--- config.mk ---
export PLATFORM = sky130hd
export DESIGN_NAME = spi_arbiter
export DESIGN_NICKNAME = d
export VERILOG_FILES = /design/src/rtl/spi_arbiter.sv
export SDC_FILE = /design/constraint.sdc
export NUM_CORES = 1
export LEC_CHECK = 0
export ABC_CLOCK_PERIOD_IN_PS = 2500
export CAP_MARGIN = 20
export CELL_PAD_IN_SITES_DETAIL_PLACEMENT = 0
export CELL_PAD_IN_SITES_GLOBAL_PLACEMENT = 2
export CORE_MARGIN = 1.5
export CORE_UTILIZATION = 36
export DETAILED_ROUTE_END_ITERATION = 10
export DONT_BUFFER_PORTS = 1
export PLACE_DENSITY_LB_ADDON = 0.1
export RECOVER_POWER = 100
export SYNTH_ARGS = -nofsm -noshare
export SYNTH_HDL_FRONTEND = slang
export SYNTH_SLANG_ARGS = --single-unit
--- constraint.sdc ---
create_clock -name clk -period 2.5 [get_ports clk]
set_clock_uncertainty 0.05 [all_clocks]
set_input_delay 0.5 -clock clk [delete_from_list [all_inputs] [get_ports clk]]
set_output_delay 0.5 -clock clk [all_outputs]
set_load 0.03 [all_outputs]
--- src/rtl/spi_arbiter.sv ---
// ============================================================================
// Module   : spi_arbiter
// Brief    : Two-requester round-robin arbiter in front of one spi_controller,
//            with idle-owner timeout, grant lockout and receive-drain.
// Revision : 1.0 - initial release
// ============================================================================
`default_nettype none

module spi_arbiter #(
    parameter int TIMEOUT = 1024
) (
    input  logic        clk,
    input  logic        Rst,
    input  logic        req0,
    input  logic        req1,
    output logic        gnt0,
    output logic        gnt1,
    input  logic        wr0,
    input  logic        wr1,
    input  logic [7:0]  din0,
    input  logic [7:0]  din1,
    input  logic        ign0,
    input  logic        ign1,
    input  logic        rd0,
    input  logic        rd1,
    output logic        avail0,
    output logic        avail1,
    output logic        full0,
    output logic        full1,
    output logic [7:0]  rx_dout,
    output logic        spi_wr,
    output logic        spi_rd,
    output logic        spi_ignore_response,
    output logic [7:0]  spi_din,
    input  logic        spi_data_avail,
    input  logic        spi_buffer_empty,
    input  logic        spi_buffer_full,
    input  logic [7:0]  spi_dout,
    output logic        timeout_err,
    output logic [15:0] drop_cnt
);

    typedef enum logic [1:0] {
        ST_IDLE  = 2'd0,
        ST_OWN0  = 2'd1,
        ST_OWN1  = 2'd2,
        ST_DRAIN = 2'd3
    } state_t;

    localparam logic [15:0] c_IDLE_MAX = 16'(TIMEOUT - 1);

    state_t      r_state;
    logic        r_gnt0;
    logic        r_gnt1;
    logic        r_last;      // 1: requester 1 owned the bus most recently
    logic        r_lock0;
    logic        r_lock1;
    logic [15:0] r_idle_cnt;
    logic        r_timeout_err;
    logic [15:0] r_drop_cnt;

    logic w_own0;
    logic w_own1;
    logic w_elig0;
    logic w_elig1;
    logic w_owner_req;
    logic w_owner_act;
    logic w_expired;

    assign w_own0      = (r_state == ST_OWN0);
    assign w_own1      = (r_state == ST_OWN1);
    assign w_elig0     = req0 & ~r_lock0;
    assign w_elig1     = req1 & ~r_lock1;
    assign w_owner_req = w_own1 ? req1 : req0;
    assign w_owner_act = w_own1 ? (wr1 | rd1) : (wr0 | rd0);
    // Owner activity in the final idle cycle still rescues the grant.
    assign w_expired   = (r_idle_cnt >= c_IDLE_MAX) & ~w_owner_act;

    always_ff @(posedge clk) begin
        if (Rst) begin
            r_state       <= ST_IDLE;
            r_gnt0        <= 1'b0;
            r_gnt1        <= 1'b0;
            r_last        <= 1'b1;
            r_lock0       <= 1'b0;
            r_lock1       <= 1'b0;
            r_idle_cnt    <= 16'd0;
            r_timeout_err <= 1'b0;
            r_drop_cnt    <= 16'd0;
        end else begin
            r_timeout_err <= 1'b0;
            if (!req0) r_lock0 <= 1'b0;
            if (!req1) r_lock1 <= 1'b0;
            case (r_state)
                ST_IDLE: begin
                    r_idle_cnt <= 16'd0;
                    if (w_elig0 && (!w_elig1 || r_last)) begin
                        r_state <= ST_OWN0;
                        r_gnt0  <= 1'b1;
                    end else if (w_elig1) begin
                        r_state <= ST_OWN1;
                        r_gnt1  <= 1'b1;
                    end
                end
                ST_OWN0, ST_OWN1: begin
                    if (!w_owner_req || w_expired) begin
                        r_state <= ST_DRAIN;
                        r_gnt0  <= 1'b0;
                        r_gnt1  <= 1'b0;
                        r_last  <= w_own1;
                        // A normal release takes precedence over a coincident timeout.
                        if (w_owner_req) begin
                            r_timeout_err <= 1'b1;
                            if (w_own1) r_lock1 <= 1'b1;
                            else        r_lock0 <= 1'b1;
                        end
                    end else if (w_owner_act) begin
                        r_idle_cnt <= 16'd0;
                    end else if (r_idle_cnt < c_IDLE_MAX) begin
                        r_idle_cnt <= r_idle_cnt + 16'd1;
                    end
                end
                default: begin
                    if (spi_data_avail && (r_drop_cnt != 16'hFFFF))
                        r_drop_cnt <= r_drop_cnt + 16'd1;
                    if (spi_buffer_empty && !spi_data_avail)
                        r_state <= ST_IDLE;
                end
            endcase
        end
    end

    always_comb begin
        spi_wr              = 1'b0;
        spi_rd              = 1'b0;
        spi_din             = 8'd0;
        spi_ignore_response = 1'b0;
        case (r_state)
            ST_OWN0: begin
                spi_wr              = wr0 & ~spi_buffer_full & ~Rst;
                spi_rd              = rd0 & spi_data_avail & ~Rst;
                spi_din             = din0;
                spi_ignore_response = ign0;
            end
            ST_OWN1: begin
                spi_wr              = wr1 & ~spi_buffer_full & ~Rst;
                spi_rd              = rd1 & spi_data_avail & ~Rst;
                spi_din             = din1;
                spi_ignore_response = ign1;
            end
            ST_DRAIN: spi_rd = spi_data_avail & ~Rst;
            default:  spi_rd = 1'b0;
        endcase
    end

    assign gnt0        = r_gnt0;
    assign gnt1        = r_gnt1;
    assign avail0      = spi_data_avail & r_gnt0;
    assign avail1      = spi_data_avail & r_gnt1;
    assign full0       = spi_buffer_full | ~r_gnt0;
    assign full1       = spi_buffer_full | ~r_gnt1;
    assign rx_dout     = spi_dout;
    assign timeout_err = r_timeout_err;
    assign drop_cnt    = r_drop_cnt;

endmodule

`default_nettype wire

==> results by group <==
CTS
  – Clock Path Buffers: 2
  – Setup Fix Bufs, Post-CTS: 0
  – Clock latency on the worst-skew pair: 0.29 ns
  – CTS tree: yes
  – Root Buffer: clkbuf_8
  – Clk pin slew, worst setup/hold paths: 0.08 ns
  – CTS buffer count: 5
  – Clk sink count: 40
  – H-tree lvl count: 2

Worst setup path
  – Reg2reg end: r_idle_cnt[7]
  – Crit-path max FO: 12
  – R2r setup slk: 0.28 ns
  – Slowest CP cell: dfxtp_2
  – Reg2reg path depth: 6
  – Critical Path End Type: output port
  – CP arrival: 1.82 ns
  – Worst EP required: 1.95 ns
  – Worst Setup Start Kind: register
  – Worst path most repeated cell: buf_4
  – Critical path start-end classification: register to output port
  – Crit path max-delay family: buffers and inverters
  – Reg2Reg Launch Point: r_idle_cnt[0]
  – Critical-path cell list: inv_1 -> ha_4 -> buf_4 -> nor2b_1 -> a211oi_1 -> nor4b_1 -> buf_4
  – Slowest stage delay, CP: 0.35 ns
  – Worst path bufs/invs: 3

Pwr
  – Part of the power in the clock network: 27.7%
  – Peak supply drop: 0.227 mV
  – Static leakage: 0.909 nW
  – Sw Ratio: 36.5%
  – Gate power share: 34.2%
  – Sequential Power Share: 38.1%
  – Tot Pwr: 1.92 mW
  – Switching power: 0.702 mW
  – Internal power: 1.22 mW
  – P per Cell Area: 720 mW/mm2

Cells and area
  – Post-Layout Cell Count: 386
  – P&R area growth vs syn: 10.7%
  – NumNets Final: 351
  – Ant. Diodes: 0
  – Layout cell share with drive strength beyond 1: 13.3%

Synthesis
  – Synth async-reset ratio: 0%
  – Yosys warnings: 0
  – Mapped Nets: 333
  – Synthesized area: 0.00241 mm2
  – Sequential fraction of the synthesis area: 33.2%
  – Mean Syn Cell Area: 8.32 um2
  – Ys flop type: dfxtp_1
  – Post-Syn Instances: 290
  – Library cells used by synthesis: 58
  – #FFs+latches synth: 40
  – Post-synth EDFFs: 0

Status
  – Outcome: complete, but fails checks
  – Failing checks: DRC

Hold path
  – HP Class: input pin to register
  – Hold endpoint: r_idle_cnt[2]
  – WHS Path Cells: 1
  – Min-delay src: Rst

Floorplanning
  – Top Ports: 79
  – Initial Util: 37.6%
  – Die Y: 84.9 um
  – Core Box Area: 0.00642 mm2
  – DIE AREA: 0.00720 mm2
  – Die width: 84.9 um
  – Std cell rows: 29

Routing
  – Vias: 2110
  – Routed WL per cell: 15.2 um
  – Vias per inst: 5.47
  – Initial DRT Pass Iterations: 7
  – # DRC: 9
  – WL final: 5850 um
  – Antenna-violating nets left: 0
  – DRT iter0 DRCs: 65

Place
  – Port Buffers: 0
  – DP Wirelength: 4310 um
  – Setup WS pre-CTS: 0.252 ns
  – Placer Congestion: 0.787
  – Placed Instances: 378

GRT
  – Gr usage total: 17.1%
  – Initial antenna violation count: 0
  – First-pass GRT wire length: 9910 um
  – Vias in the first global route: 2074
  – Largest net degree at the start of global routing: 40
  – GR Overflow Total: 0

STA
  – WHS: 0.222 ns
  – Worst slew pin tran: 0.859 ns
  – Fin crit share: 94.8%
  – Slew margin rel.: 42.3%
  – Fin worst setup slack: 0.131 ns
  – Final Hold Vio Count: 0
  – Minimum clock period: 2.37 ns
  – Final setup viols: 0
  – Max Slew Vio Count: 0
  – Peak Freq: 422 MHz

Run
  – Max Cap Violations: 0
layout make-up:
class | instances | area (um2)
inverter | 9 | 33.8
tap | 77 | 96.3
fill | 696 | 3750
timing repair buffer | 32 | 184
multi-input combinational | 220 | 1450
clock buffer | 6 | 72.6
sequential | 40 | 803
clock inverter | 2 | 35.0
power groups by stage:
| stage | logic, mW | clock network (mW) | registers [mW] |
|---|---|---|---|
| final | 0.657 | 0.533 | 0.733 |
| after global routing | 0.736 | 0.572 | 0.739 |
| after CTS | 0.655 | 0.548 | 0.728 |
| after detailed placement | 0.652 | 0 | 0.743 |
| after global placement | 0.649 | 0 | 0.742 |
| after floorplan | 0.530 | 0 | 0.740 |
metal layers:
metal  global-route usage (%)  routed length [um]  vias up
li1                         -                   -     1077
met1                     22.3                2800      970
met2                     28.7                2680       59
met3                     3.21                 315        4
met4                     5.37                  54        0
met5                        0                   0        -
sequential cells by signal (all words and copies together), names as in the netlist:
signal and count:
gnt1 1, r_lock1 1, r_lock0 1, r_idle_cnt 16, r_state 2, gnt0 1, drop_cnt 16, timeout_err 1
r_last 1
worst max path at each step:
| stage | from | end | slack, ns | depth (start not counted) |
|---|---|---|---|---|
| floorplan | r_state[0] | spi_rd | 0.01 | 6 |
| global placement | r_state[0] | r_idle_cnt[3] | 0.37 | 7 |
| detailed placement | r_state[0] | r_idle_cnt[3] | 0.25 | 7 |
| CTS | r_state[0] | spi_rd | 0.005 | 7 |
| global route | r_state[1] | spi_wr | -0.002 | 6 |
| finish | r_state[0] | spi_rd | 0.13 | 7 |
stage by stage:
stage | setup TNS, ns | instance area, um2 | utilization (%)
2_1_floorplan | 0 | 2420 | -
3_3_place_gp | 0 | 2630 | 41.0
3_5_place_dp | 0 | 2630 | 41.0
4_1_cts | 0 | 2740 | 42.7
5_1_grt | -0.00204 | 2670 | 41.6
6_report | 0 | 2670 | 41.6
cell usage in the layout, fill, tap and decap left out, types with 11 or more instances in the layout:
master    count
dfxtp_1      38
nor2_1       37
nand2_1      20
a21oi_1      18
buf_4        17
clkbuf_1     16
nand3_1      15
xnor2_1      11
o21ai_0      11
cell usage after synthesis (all sizes together) (2+ instances only):
cell type | number | share of area, %
nor2b | 2 | 0.52
a311oi | 3 | 1.3
a41oi | 2 | 0.73
dfxtp | 40 | 33
a2111oi | 3 | 1.9
nor2 | 37 | 5.8
clkbuf | 9 | 1.4
xnor2 | 11 | 4.0
o21ai | 15 | 3.1
nor4 | 6 | 3.4
nand4 | 5 | 1.9
buf | 12 | 3.6
nor3 | 10 | 3.2
a22oi | 9 | 2.8
mux2i | 5 | 2.1
nand3b | 3 | 0.93
a21oi | 18 | 3.7
nand2 | 20 | 3.1
a211oi | 4 | 1.2
and3 | 5 | 1.3
or4 | 2 | 0.62
inv | 9 | 1.4
nor3b | 3 | 1.1
nand3 | 15 | 3.1
nand2b | 6 | 1.6
and2 | 8 | 2.1
nor4b | 2 | 0.73
or2 | 2 | 0.62
ha | 6 | 3.1
cell families (layout without fill, tap and decap cells):
family | count (synthesis) | in the layout | synth area share [%]
and+or+nand+nor | 130 | 130 | 31.3
AOI/OAI and AO/OA | 67 | 67 | 19.2
DFF | 40 | 40 | 33.2
buffers and inverters | 30 | 49 | 6.43
xor gates and xnor gates | 11 | 11 | 3.99
adders and majority gates | 6 | 6 | 3.11
muxes | 6 | 6 | 2.70
what timing repair did:
item                                   in CTS  in global routing
gates resized for setup                     0                  5
endpoints found under the hold margin       0                  0
setup endpoints to repair                   0                  7
hold buffers                                0                  0
No activity file was read; power rests on OpenSTA's default activity.
